$ cat src/rtl/vmem_write_scheduler_if.sv
// vmem_write_scheduler_if: store request, clear control and text-memory write port bundle
interface vmem_write_scheduler_if #(
    parameter int ADDR_WIDTH = 15,
    parameter int DEPTH      = 4
);
    logic                   req_valid;
    logic [ADDR_WIDTH-3:0]  req_addr;
    logic [3:0]             req_byte_en;
    logic [31:0]            req_data;
    logic                   req_stall;
    logic                   clear_start;
    logic                   clear_busy;
    logic [$clog2(DEPTH):0] fifo_count;
    logic [ADDR_WIDTH-1:0]  mem_addr;
    logic [7:0]             mem_data;
    logic                   mem_wen;
    modport master (
        output req_valid, req_addr, req_byte_en, req_data, clear_start,
        input  req_stall, clear_busy, fifo_count, mem_addr, mem_data, mem_wen
    );
    modport slave (
        input  req_valid, req_addr, req_byte_en, req_data, clear_start,
        output req_stall, clear_busy, fifo_count, mem_addr, mem_data, mem_wen
    );
endinterface

$ cat src/rtl/vmem_write_scheduler.sv
// vmem_write_scheduler: buffers byte stores to text memory as setup/strobe writes, with an ordered clear engine
module vmem_write_scheduler #(
    parameter int         ADDR_WIDTH = 15,
    parameter int         DEPTH      = 4,
    parameter logic [7:0] CLEAR_CHAR = 8'h20,
    parameter int         CLEAR_LAST = 2**ADDR_WIDTH-1
) (
    input logic                   clk,
    input logic                   rst,
    vmem_write_scheduler_if.slave bus
);
    localparam int PW = $clog2(DEPTH);
    localparam int CW = PW + 1;
    localparam int WW = ADDR_WIDTH - 2;
    localparam logic [CW-1:0]         LP_FULL     = CW'(DEPTH);
    localparam logic [ADDR_WIDTH-1:0] LP_CLR_LAST = ADDR_WIDTH'(CLEAR_LAST);

    typedef enum logic [2:0] {ST_IDLE, ST_SETUP, ST_STROBE, ST_CLR_SETUP, ST_CLR_STROBE} state_t;

    state_t                r_state, w_next;
    logic [WW-1:0]         r_fifo_addr [DEPTH];
    logic [3:0]            r_fifo_be   [DEPTH];
    logic [31:0]           r_fifo_data [DEPTH];
    logic [PW-1:0]         r_wr_ptr, r_rd_ptr;
    logic [CW-1:0]         r_count;
    logic                  r_clr_busy;
    logic [WW-1:0]         r_waddr;
    logic [31:0]           r_wdata;
    logic [3:0]            r_rem;
    logic [1:0]            r_lane;
    logic [ADDR_WIDTH-1:0] r_mem_addr;
    logic [7:0]            r_mem_data;
    logic                  w_push, w_pop, w_load, w_adv, w_clr_begin, w_clr_inc, w_clr_done, w_have;
    logic [3:0]            w_head_lanes, w_rem_next, w_src_lanes;
    logic [1:0]            w_src_lane;
    logic [31:0]           w_src_data;
    logic [WW-1:0]         w_src_addr;

    function automatic logic [1:0] f_first(input logic [3:0] m);
        return m[0] ? 2'd0 : m[1] ? 2'd1 : m[2] ? 2'd2 : 2'd3;
    endfunction

    // Lane-ordered enables: bit k set means lane k (byte_en bit 3-k) still has to be written
    assign w_head_lanes = {r_fifo_be[r_rd_ptr][0], r_fifo_be[r_rd_ptr][1],
                           r_fifo_be[r_rd_ptr][2], r_fifo_be[r_rd_ptr][3]};
    assign w_rem_next   = r_rem & ~(4'b0001 << r_lane);
    assign w_have       = r_count != '0;
    assign w_src_lanes  = w_load ? w_head_lanes : w_rem_next;
    assign w_src_lane   = f_first(w_src_lanes);
    assign w_src_data   = w_load ? r_fifo_data[r_rd_ptr] : r_wdata;
    assign w_src_addr   = w_load ? r_fifo_addr[r_rd_ptr] : r_waddr;
    assign w_push       = bus.req_valid && !bus.req_stall;

    assign bus.req_stall  = bus.req_valid && (r_count == LP_FULL || r_clr_busy);
    assign bus.clear_busy = r_clr_busy;
    assign bus.fifo_count = r_count;
    assign bus.mem_addr   = r_mem_addr;
    assign bus.mem_data   = r_mem_data;
    assign bus.mem_wen    = r_state == ST_STROBE || r_state == ST_CLR_STROBE;

    always_comb begin
        w_next      = r_state;
        w_pop       = 1'b0;
        w_load      = 1'b0;
        w_adv       = 1'b0;
        w_clr_begin = 1'b0;
        w_clr_inc   = 1'b0;
        w_clr_done  = 1'b0;
        case (r_state)
            ST_IDLE, ST_STROBE: begin
                if (r_state == ST_STROBE && w_rem_next != '0) begin
                    w_next = ST_SETUP;
                    w_adv  = 1'b1;
                end else if (w_have) begin
                    w_pop  = 1'b1;
                    w_load = w_head_lanes != '0;
                    w_next = w_load ? ST_SETUP : ST_IDLE;
                end else if (r_clr_busy) begin
                    w_next      = ST_CLR_SETUP;
                    w_clr_begin = 1'b1;
                end else begin
                    w_next = ST_IDLE;
                end
            end
            ST_SETUP:     w_next = ST_STROBE;
            ST_CLR_SETUP: w_next = ST_CLR_STROBE;
            ST_CLR_STROBE: begin
                w_clr_done = r_mem_addr == LP_CLR_LAST;
                w_clr_inc  = !w_clr_done;
                w_next     = w_clr_done ? ST_IDLE : ST_CLR_SETUP;
            end
            default: w_next = ST_IDLE;
        endcase
    end

    always_ff @(posedge clk) begin
        if (w_push) begin
            r_fifo_addr[r_wr_ptr] <= bus.req_addr;
            r_fifo_be[r_wr_ptr]   <= bus.req_byte_en;
            r_fifo_data[r_wr_ptr] <= bus.req_data;
        end
    end

    always_ff @(posedge clk or posedge rst) begin
        if (rst) begin
            r_state    <= ST_IDLE;
            r_wr_ptr   <= '0;
            r_rd_ptr   <= '0;
            r_count    <= '0;
            r_clr_busy <= 1'b0;
            r_waddr    <= '0;
            r_wdata    <= '0;
            r_rem      <= '0;
            r_lane     <= '0;
            r_mem_addr <= '0;
            r_mem_data <= '0;
        end else begin
            r_state  <= w_next;
            r_wr_ptr <= r_wr_ptr + PW'(w_push);
            r_rd_ptr <= r_rd_ptr + PW'(w_pop);
            r_count  <= r_count + CW'(w_push) - CW'(w_pop);
            if (bus.clear_start && !r_clr_busy)
                r_clr_busy <= 1'b1;
            else if (w_clr_done)
                r_clr_busy <= 1'b0;
            if (w_load || w_adv) begin
                r_waddr    <= w_src_addr;
                r_wdata    <= w_src_data;
                r_rem      <= w_src_lanes;
                r_lane     <= w_src_lane;
                r_mem_addr <= {w_src_addr, w_src_lane};
                r_mem_data <= w_src_data[8*w_src_lane +: 8];
            end else if (w_clr_begin || w_clr_inc) begin
                r_mem_addr <= w_clr_begin ? '0 : r_mem_addr + ADDR_WIDTH'(1);
                r_mem_data <= CLEAR_CHAR;
            end
        end
    end
endmodule
$ cat src/flat_wrapper.sv
// flat-port wrapper written by rule: the top's interface ports become plain ports
module vmem_write_scheduler_flat 
#(
    parameter int         ADDR_WIDTH = 15,
    parameter int         DEPTH      = 4,
    parameter logic [7:0] CLEAR_CHAR = 8'h20,
    parameter int         CLEAR_LAST = 2**ADDR_WIDTH-1
)
  (clk, rst, bus_req_valid, bus_req_addr, bus_req_byte_en, bus_req_data, bus_clear_start, bus_req_stall, bus_clear_busy, bus_fifo_count, bus_mem_addr, bus_mem_data, bus_mem_wen);
  vmem_write_scheduler_if #(.ADDR_WIDTH(ADDR_WIDTH), .DEPTH(DEPTH)) bus_i ();
  input logic clk;
  input logic rst;
  input wire logic [$bits(bus_i.req_valid)-1:0] bus_req_valid;
  input wire logic [$bits(bus_i.req_addr)-1:0] bus_req_addr;
  input wire logic [$bits(bus_i.req_byte_en)-1:0] bus_req_byte_en;
  input wire logic [$bits(bus_i.req_data)-1:0] bus_req_data;
  input wire logic [$bits(bus_i.clear_start)-1:0] bus_clear_start;
  output wire logic [$bits(bus_i.req_stall)-1:0] bus_req_stall;
  output wire logic [$bits(bus_i.clear_busy)-1:0] bus_clear_busy;
  output wire logic [$bits(bus_i.fifo_count)-1:0] bus_fifo_count;
  output wire logic [$bits(bus_i.mem_addr)-1:0] bus_mem_addr;
  output wire logic [$bits(bus_i.mem_data)-1:0] bus_mem_data;
  output wire logic [$bits(bus_i.mem_wen)-1:0] bus_mem_wen;
  assign bus_i.req_valid = bus_req_valid;
  assign bus_i.req_addr = bus_req_addr;
  assign bus_i.req_byte_en = bus_req_byte_en;
  assign bus_i.req_data = bus_req_data;
  assign bus_i.clear_start = bus_clear_start;
  assign bus_req_stall = bus_i.req_stall;
  assign bus_clear_busy = bus_i.clear_busy;
  assign bus_fifo_count = bus_i.fifo_count;
  assign bus_mem_addr = bus_i.mem_addr;
  assign bus_mem_data = bus_i.mem_data;
  assign bus_mem_wen = bus_i.mem_wen;
  vmem_write_scheduler #(.ADDR_WIDTH(ADDR_WIDTH), .DEPTH(DEPTH), .CLEAR_CHAR(CLEAR_CHAR), .CLEAR_LAST(CLEAR_LAST)) u_core (.clk(clk), .rst(rst), .bus(bus_i));
endmodule
$ cat config.mk
export PLATFORM = sky130hd
export DESIGN_NAME = vmem_write_scheduler_flat
export DESIGN_NICKNAME = d
export VERILOG_FILES = /design/src/rtl/vmem_write_scheduler_if.sv /design/src/rtl/vmem_write_scheduler.sv /design/src/flat_wrapper.sv
export SDC_FILE = /design/constraint.sdc
export NUM_CORES = 1
export LEC_CHECK = 0
export CAP_MARGIN = 10
export CORE_MARGIN = 8
export CORE_UTILIZATION = 53
export DETAILED_ROUTE_END_ITERATION = 6
export GPL_TIMING_DRIVEN = 0
export PLACE_DENSITY = 0.77
export SLEW_MARGIN = 40
export SYNTH_ARGS = -nofsm -noshare
export SYNTH_HDL_FRONTEND = slang
export SYNTH_SLANG_ARGS = --single-unit
$ cat constraint.sdc
create_clock -name clk -period 5.3 [get_ports clk]
set_input_delay 1.06 -clock clk [delete_from_list [all_inputs] [get_ports clk]]
set_output_delay 1.06 -clock clk [all_outputs]
set_load 0.01 [all_outputs]
# ---- Word-level counts from Yosys, hierarchy flattened
# Memories as Yosys holds them, arrays and structs flattened.
# Index checks and enable logic that the tools add are counted.
dict set report word_totals {
  register_bits 85
  ram_bits 196
  n_memories 3
}
# name words word_bits rd rd_ports_with_merged_regs write_ports line_no
set mem_list {}
lappend mem_list {u_core.r_fifo_data 4 32 1 0 1 vmem_write_scheduler.sv:23} ;# logic [31:0] r_fifo_data [DEPTH];
lappend mem_list {u_core.r_fifo_addr 4 13 1 0 1 vmem_write_scheduler.sv:21} ;# logic [WW-1:0] r_fifo_addr [DEPTH];
lappend mem_list {u_core.r_fifo_be 4 4 1 0 1 vmem_write_scheduler.sv:22} ;# logic [3:0] r_fifo_be [DEPTH];
dict set report op_classes {
  addsub 5
  eq_ne 6
  n_shift 2
  mux 35
  n_bitwise 2
  reduce_logical 18
}
# cell count
set ops {}
lappend ops {{two-way mux 15 bit} 3}
lappend ops {{two-way mux 32 bit} 1}
lappend ops {{indexed part select 32 x 6 -> 8 bit} 1}
lappend ops {{two-way mux 1 bit} 20}
lappend ops {{two-way mux 8 bit} 2}
lappend ops {{adder 15 x 1 -> 15 bit, second input constant} 1}
lappend ops {{equality test 15 bit, second input constant} 1}
lappend ops {{two-way mux 13 bit} 1}
lappend ops {{case mux 3 bit (4 select lines)} 1}
lappend ops {{two-way mux 2 bit} 4}
lappend ops {{nonzero test 4 bit} 2}
lappend ops {{equality test 3 x 2 -> 1 bit, second input constant} 2}
lappend ops {{equality test 3 bit, second input constant} 2}
lappend ops {{two-way mux 3 bit} 2}
lappend ops {{adder 2 x 1 -> 2 bit} 2}
lappend ops {{AND 4 bit} 1}
lappend ops {{logical AND 1 bit} 4}
lappend ops {{logical OR 1 bit} 4}
lappend ops {{two-way mux 4 bit} 1}
lappend ops {{inverter 4 bit} 1}
lappend ops {{nonzero test 2 bit} 2}
lappend ops {{left shift 1 x 2 -> 4 bit, first input constant} 1}
lappend ops {{adder 3 x 1 -> 3 bit} 1}
lappend ops {{equality test 3 x 1 -> 1 bit, second input constant} 1}
lappend ops {{5 further kinds} 7}

# ---- Depth between registers and ports, before layout
dict set report depth {
  word_depth 13
  mapped_depth 10
}

# ---- Least setup slack after synthesis
# Ideal clock, no wire load.
dict set report synth_timing {
  path_kind {in2reg}
  startpoint {in bus_req_valid}
  endpoint {mem u_core.r_fifo_addr[0][0] in the netlist's numbering, enable pin}
  setup_ns 0.526
  t_arrival_ns 4.934
  setup_slack_ns -0.160
  stages 2
  n_path_buf 0
  path_cell_list {and2_0 nor3b_1}
}
dict set report synth_between {
  elab_chain_cells 5
}
# element line_no
set synth_lines {}
lappend synth_lines {{start, declared} flat_wrapper.sv:13} ;# input wire logic [$bits(bus_i.req_valid)-1:0] bus_req_valid;
lappend synth_lines {{logical AND 1 bit} vmem_write_scheduler.sv:54} ;# assign bus.req_stall = bus.req_valid && (r_count == LP_FULL || r_clr_busy);
lappend synth_lines {{zero test 1 bit} vmem_write_scheduler.sv:52} ;# assign w_push = bus.req_valid && !bus.req_stall;
lappend synth_lines {{logical AND 1 bit (*)} vmem_write_scheduler.sv:52}
lappend synth_lines {{two-way mux 1 bit (*)} vmem_write_scheduler.sv:97} ;# if (w_push) begin
lappend synth_lines {{two-way mux 1 bit (not written as such) (*)} vmem_write_scheduler.sv:98} ;# r_fifo_addr[r_wr_ptr] <= bus.req_addr;
lappend synth_lines {{end, declared} vmem_write_scheduler.sv:21}
# Mark *: on every way between the ends. The rest lies on a longest branch, timed or not.

# ---- Worst setup path after layout
dict set report layout_timing {
  startpoint {reg u_core.r_rd_ptr[1]}
  endpoint {reg u_core.r_mem_data[6], in the netlist u_core.bus.mem_data[6]}
}
dict set report layout_between {
  elab_chain_cells 11
}
# element line_no
set layout_lines {}
lappend layout_lines {{start, declared} vmem_write_scheduler.sv:24} ;# logic [PW-1:0] r_wr_ptr, r_rd_ptr;
lappend layout_lines {{start signal, assigned} vmem_write_scheduler.sv:120} ;# r_rd_ptr <= r_rd_ptr + PW'(w_pop);
lappend layout_lines {{memory (4 x 4 bit)} --}
lappend layout_lines {{nonzero test 4 bit} vmem_write_scheduler.sv:76} ;# w_load = w_head_lanes != '0;
lappend layout_lines {{two-way mux 1 bit} vmem_write_scheduler.sv:74} ;# end else if (w_have) begin
lappend layout_lines {{two-way mux 1 bit} vmem_write_scheduler.sv:71} ;# if (r_state == ST_STROBE && w_rem_next != '0) begin
lappend layout_lines {{two-way mux 1 bit} vmem_write_scheduler.sv:69} ;# case (r_state)
lappend layout_lines {{two-way mux 4 bit} vmem_write_scheduler.sv:48} ;# assign w_src_lanes = w_load ? w_head_lanes : w_rem_next;
lappend layout_lines {{two-way mux 1 bit} vmem_write_scheduler.sv:40} ;# return m[0] ? 2'd0 : m[1] ? 2'd1 : m[2] ? 2'd2 : 2'd3;
lappend layout_lines {{two-way mux 2 bit (2 in a row)} vmem_write_scheduler.sv:40}
lappend layout_lines {{indexed part select 32 x 6 -> 8 bit} vmem_write_scheduler.sv:132} ;# r_mem_data <= w_src_data[8*w_src_lane +: 8];
lappend layout_lines {{two-way mux 8 bit} vmem_write_scheduler.sv:126} ;# if (w_load || w_adv) begin
lappend layout_lines {{end signal, assigned} vmem_write_scheduler.sv:132}
lappend layout_lines {{end, declared} vmem_write_scheduler.sv:32} ;# logic [7:0] r_mem_data;
# Several ways; a longest one is shown, not always the timed one.
# A chain may end at the register's enable or synchronous reset.

==> flow_metrics.env <==
export IMPL_yosys_warnings=0
export IMPL_wl_per_cell_um=22.3
export IMPL_fillCellCount=1576
export IMPL_fin_nets=985
export IMPL_run_status="finished clean"
export IMPL_port_buffers=81
export IMPL_cts_made_buffers=28
export IMPL_drive_gt1_share_pct=14.3
export IMPL_clock_sinks=281
export IMPL_skew_ns=0.0239
export IMPL_drtAntennaViolNets=0
export IMPL_setup_tns_ns=0
export IMPL_cts_resized=0
export IMPL_rsz0062_at_grt="false"
export IMPL_grt_pass1_vias=7533
export IMPL_grt_max_degree=44
export IMPL_place_congestion=0.897
export IMPL_combPwrFrac_pct=42.3
export IMPL_vdd_drop_max_mv=0.337
export IMPL_synth_top_area_share_pct=50.2
export IMPL_multiInputGateArea_mm2=0.00351
export IMPL_layout_worst_path_cycle_share_pct=64.6
export IMPL_drc=0
export IMPL_clkTransAtPathRegs_ns=0.06
export IMPL_synth_area_leaders="edfxtp_1 (50%), dfrtp_1 (18%), mux4_2 (9.4%)"
export IMPL_min_path_type="reg -> reg"
export IMPL_yosysMostFrequentCell="edfxtp_1"
export IMPL_start_util_pct=53.8
export IMPL_cp_common_cell="clkbuf_1"
export IMPL_synth_cells=803
export IMPL_synthTopCellsByCount="edfxtp_1 (196), nand2_1 (148), dfrtp_1 (85)"
export IMPL_ctsHtreeMaxLevel=1
export IMPL_fmax_mhz=292
export IMPL_synthArstFlopShare_pct=30.2
export IMPL_synth_area_leader_cell="edfxtp_1"
export IMPL_synth_seq_area_share_pct=68.4
export IMPL_p_seq_share_pct=34.6
export IMPL_cap_viol_max_count=0
export IMPL_vias=7467
export IMPL_clockBufferDepth=3
export IMPL_placed_cells=1178
export IMPL_synthSimpleGateAreaFrac_pct=9.78
export IMPL_fin_cells=1228
export IMPL_worst_setup_path_type="reg -> reg"
export IMPL_ff_latch_area_mm2=0.00801
export IMPL_cp_arrival_ns=3.81
export IMPL_detail_route_first_pass_iterations=5
export IMPL_crit_path_max_incr_delay_ns=0.52
export IMPL_crit_required_ns=5.69
export IMPL_dp_hpwl_um=18700
export IMPL_synth_top_family_by_area="multiplexers"
export IMPL_swShare_pct=37.6
export IMPL_grt_pass1_wl_um=43000
export IMPL_antennaDiodeCount=0
export IMPL_timing_final_hold_violations=0
export IMPL_crit_path_end_kind="flip-flop"
export IMPL_synthAdderAreaFrac_pct=0.491
export IMPL_power_density_mw_per_mm2=600
export IMPL_intPower_mw=5.25
export IMPL_leakage_nw=5.20
export IMPL_cts_tree="yes"
export IMPL_rows=54
export IMPL_synth_xor_area_share_pct=0.449
export IMPL_crit_fanout=10
export IMPL_worst_slew_pin_slew_ns=0.881
export IMPL_grt_usage_pct=20.5
export IMPL_wirelength_um=27400
export IMPL_vias_per_cell=6.08
export IMPL_clockRootBuffer="clkbuf_16"
export IMPL_min_period_ns=3.42
export IMPL_synthMuxAreaShare_pct=10.1
export IMPL_ys_ff_latch=281
export IMPL_max_slew_margin_rel_pct=41.0
export IMPL_synthFlopType="edfxtp_1"
export IMPL_synth_avg_cell_area_um2=14.6
export IMPL_clk_latency_ns=0.55
export IMPL_post_cts_setup_buffers=0
export IMPL_die_area_mm2=0.0271
export IMPL_crit_path_top_delay_cell="or4_4"
export IMPL_slew_viol_final=0
export IMPL_synthDistinctLibCells=63
export IMPL_start_kind="flip-flop"
export IMPL_die_x_um=165
export IMPL_antenna_found_initial=1
export IMPL_area_growth_synth_to_final_pct=19.8
export IMPL_synth_fp_nets=860
export IMPL_netlist_area_mm2=0.0117
export IMPL_synth_compound_area_share_pct=8.83
export IMPL_ios=82
export IMPL_drt_iter0_drc=787
export IMPL_overflow=0
export IMPL_power_mw=8.42
export IMPL_die_h_um=165
export IMPL_switching_power_mw=3.17
export IMPL_cts_hold_buffers=0
export IMPL_setup_viol=0
export IMPL_synth_edff_count=196
export IMPL_clkPwrFrac_pct=23.1
export IMPL_crit_chain="clkbuf_1 -> mux4_2 -> buf_6 -> or4_4 -> o211a_2 -> buf_2 -> clkbuf_1 -> and3_1 -> a221oi_1 -> o21ai_0"
export IMPL_coreArea_mm2=0.0218
==> critical path, delay by kind of cell, from the launching register on <==
kind                   cells  cell delay [ns]
flip-flops                 1             0.32
multiplexers               1             0.38
AO/OA/AOI/OAI              3             0.81
AND/OR/NAND/NOR            2             0.75
buffers and inverters      4             1.00
==> layout by cell type (no fill, tap or decap), drive strengths merged, types with 9 or more instances in the layout <==
cell type and n:
a221o 10, clkbuf 63, clkdlybuf4s50 81, a21oi 26, inv 10, nor3 10
nand2 148, o21ai 31, edfxtp 196, dfrtp 85, and3 16, a21o 10
nand3 16, mux4 49, a221oi 11, a22oi 9, buf 29, nor2 32
clkinv 10, and2 14
==> metrics by stage <==
stage	setup slack, ns	cell area, um^2	hold WS, ns	util (%)
finish	1.88	14000	0.471	64.5
global route	1.73	14000	0.484	64.5
CTS	1.91	14000	0.472	64.5
detailed placement	1.91	13100	0.458	60.4
global placement	-0.785	12900	0.450	59.2
floorplan	1.43	11700	0.441	-
==> state kept, by name, indices dropped and copies added (netlist names), 2 cells and up <==
register / flops
u_core.r_rd_ptr: 2
u_core.r_fifo_be: 16
u_core.bus.fifo_count: 3
u_core.r_waddr: 13
u_core.r_fifo_data: 128
u_core.bus.mem_addr: 15
u_core.r_rem: 4
u_core.r_wr_ptr: 2
u_core.r_wdata: 32
u_core.r_lane: 2
u_core.r_fifo_addr: 52
u_core.bus.mem_data: 8
u_core.r_state: 3
==> power groups by stage <==
| stage | combinational (mW) | sequential (mW) | clock (mW) |
|---|---|---|---|
| after floorplan | 2.37 | 2.91 | 0 |
| after global placement | 3.40 | 2.93 | 0 |
| after detailed placement | 3.50 | 2.95 | 0 |
| after CTS | 3.55 | 2.91 | 1.97 |
| after global routing | 3.87 | 2.94 | 2.07 |
| final | 3.56 | 2.91 | 1.94 |
==> cell type report <==
| type | count | share of cell area, % |
|---|---|---|
| Inverter | 9 | 0.276 |
| Buffer | 44 | 1.45 |
| Clock buffer | 34 | 5.30 |
| Multi-Input combinational cell | 469 | 25.0 |
| Clock inverter | 16 | 1.10 |
| Sequential cell | 281 | 57.1 |
| Timing Repair Buffer | 95 | 7.28 |
| Tap cell | 280 | 2.50 |
==> per-layer routing <==
layer / up-vias / global-route usage, % / share of wire [%]
li1: 3339 / - / -
met1: 3752 / 27.9 / 41
met2: 322 / 32.7 / 48
met3: 54 / 3.64 / 7.4
met4: 0 / 7.74 / 3.1
met5: - / 0 / 0
==> worst paths after layout <==
| check | startpoint | to | slack, ns | depth (start not counted) |
|---|---|---|---|---|
| setup / recovery | u_core.r_rd_ptr[1] | u_core.bus.mem_data[6] | 1.88 | 10 |
| hold / removal | u_core.r_waddr[2] | u_core.r_waddr[2] | 0.47 | 1 |
| setup reg to reg | u_core.r_rd_ptr[1] | u_core.bus.mem_data[6] | 1.88 | 10 |
| hold reg to reg | u_core.r_waddr[2] | u_core.r_waddr[2] | 0.47 | 1 |
| max in group asynchronous | rst | u_core.bus.mem_data[6] | 3.80 | 3 |
| min in group asynchronous | rst | u_core.r_wr_ptr[1] | 0.90 | 2 |
==> cells by family after synthesis <==
| group | Yosys count |
|---|---|
| AOI/OAI and AO/OA | 148 |
| and+or+nand+nor | 255 |
| xor gates and xnor gates | 6 |
| muxes | 56 |
| DFF | 281 |
| adders and majority gates | 4 |
| buffers and inverters | 53 |
(Power assumes the default switching activity.)
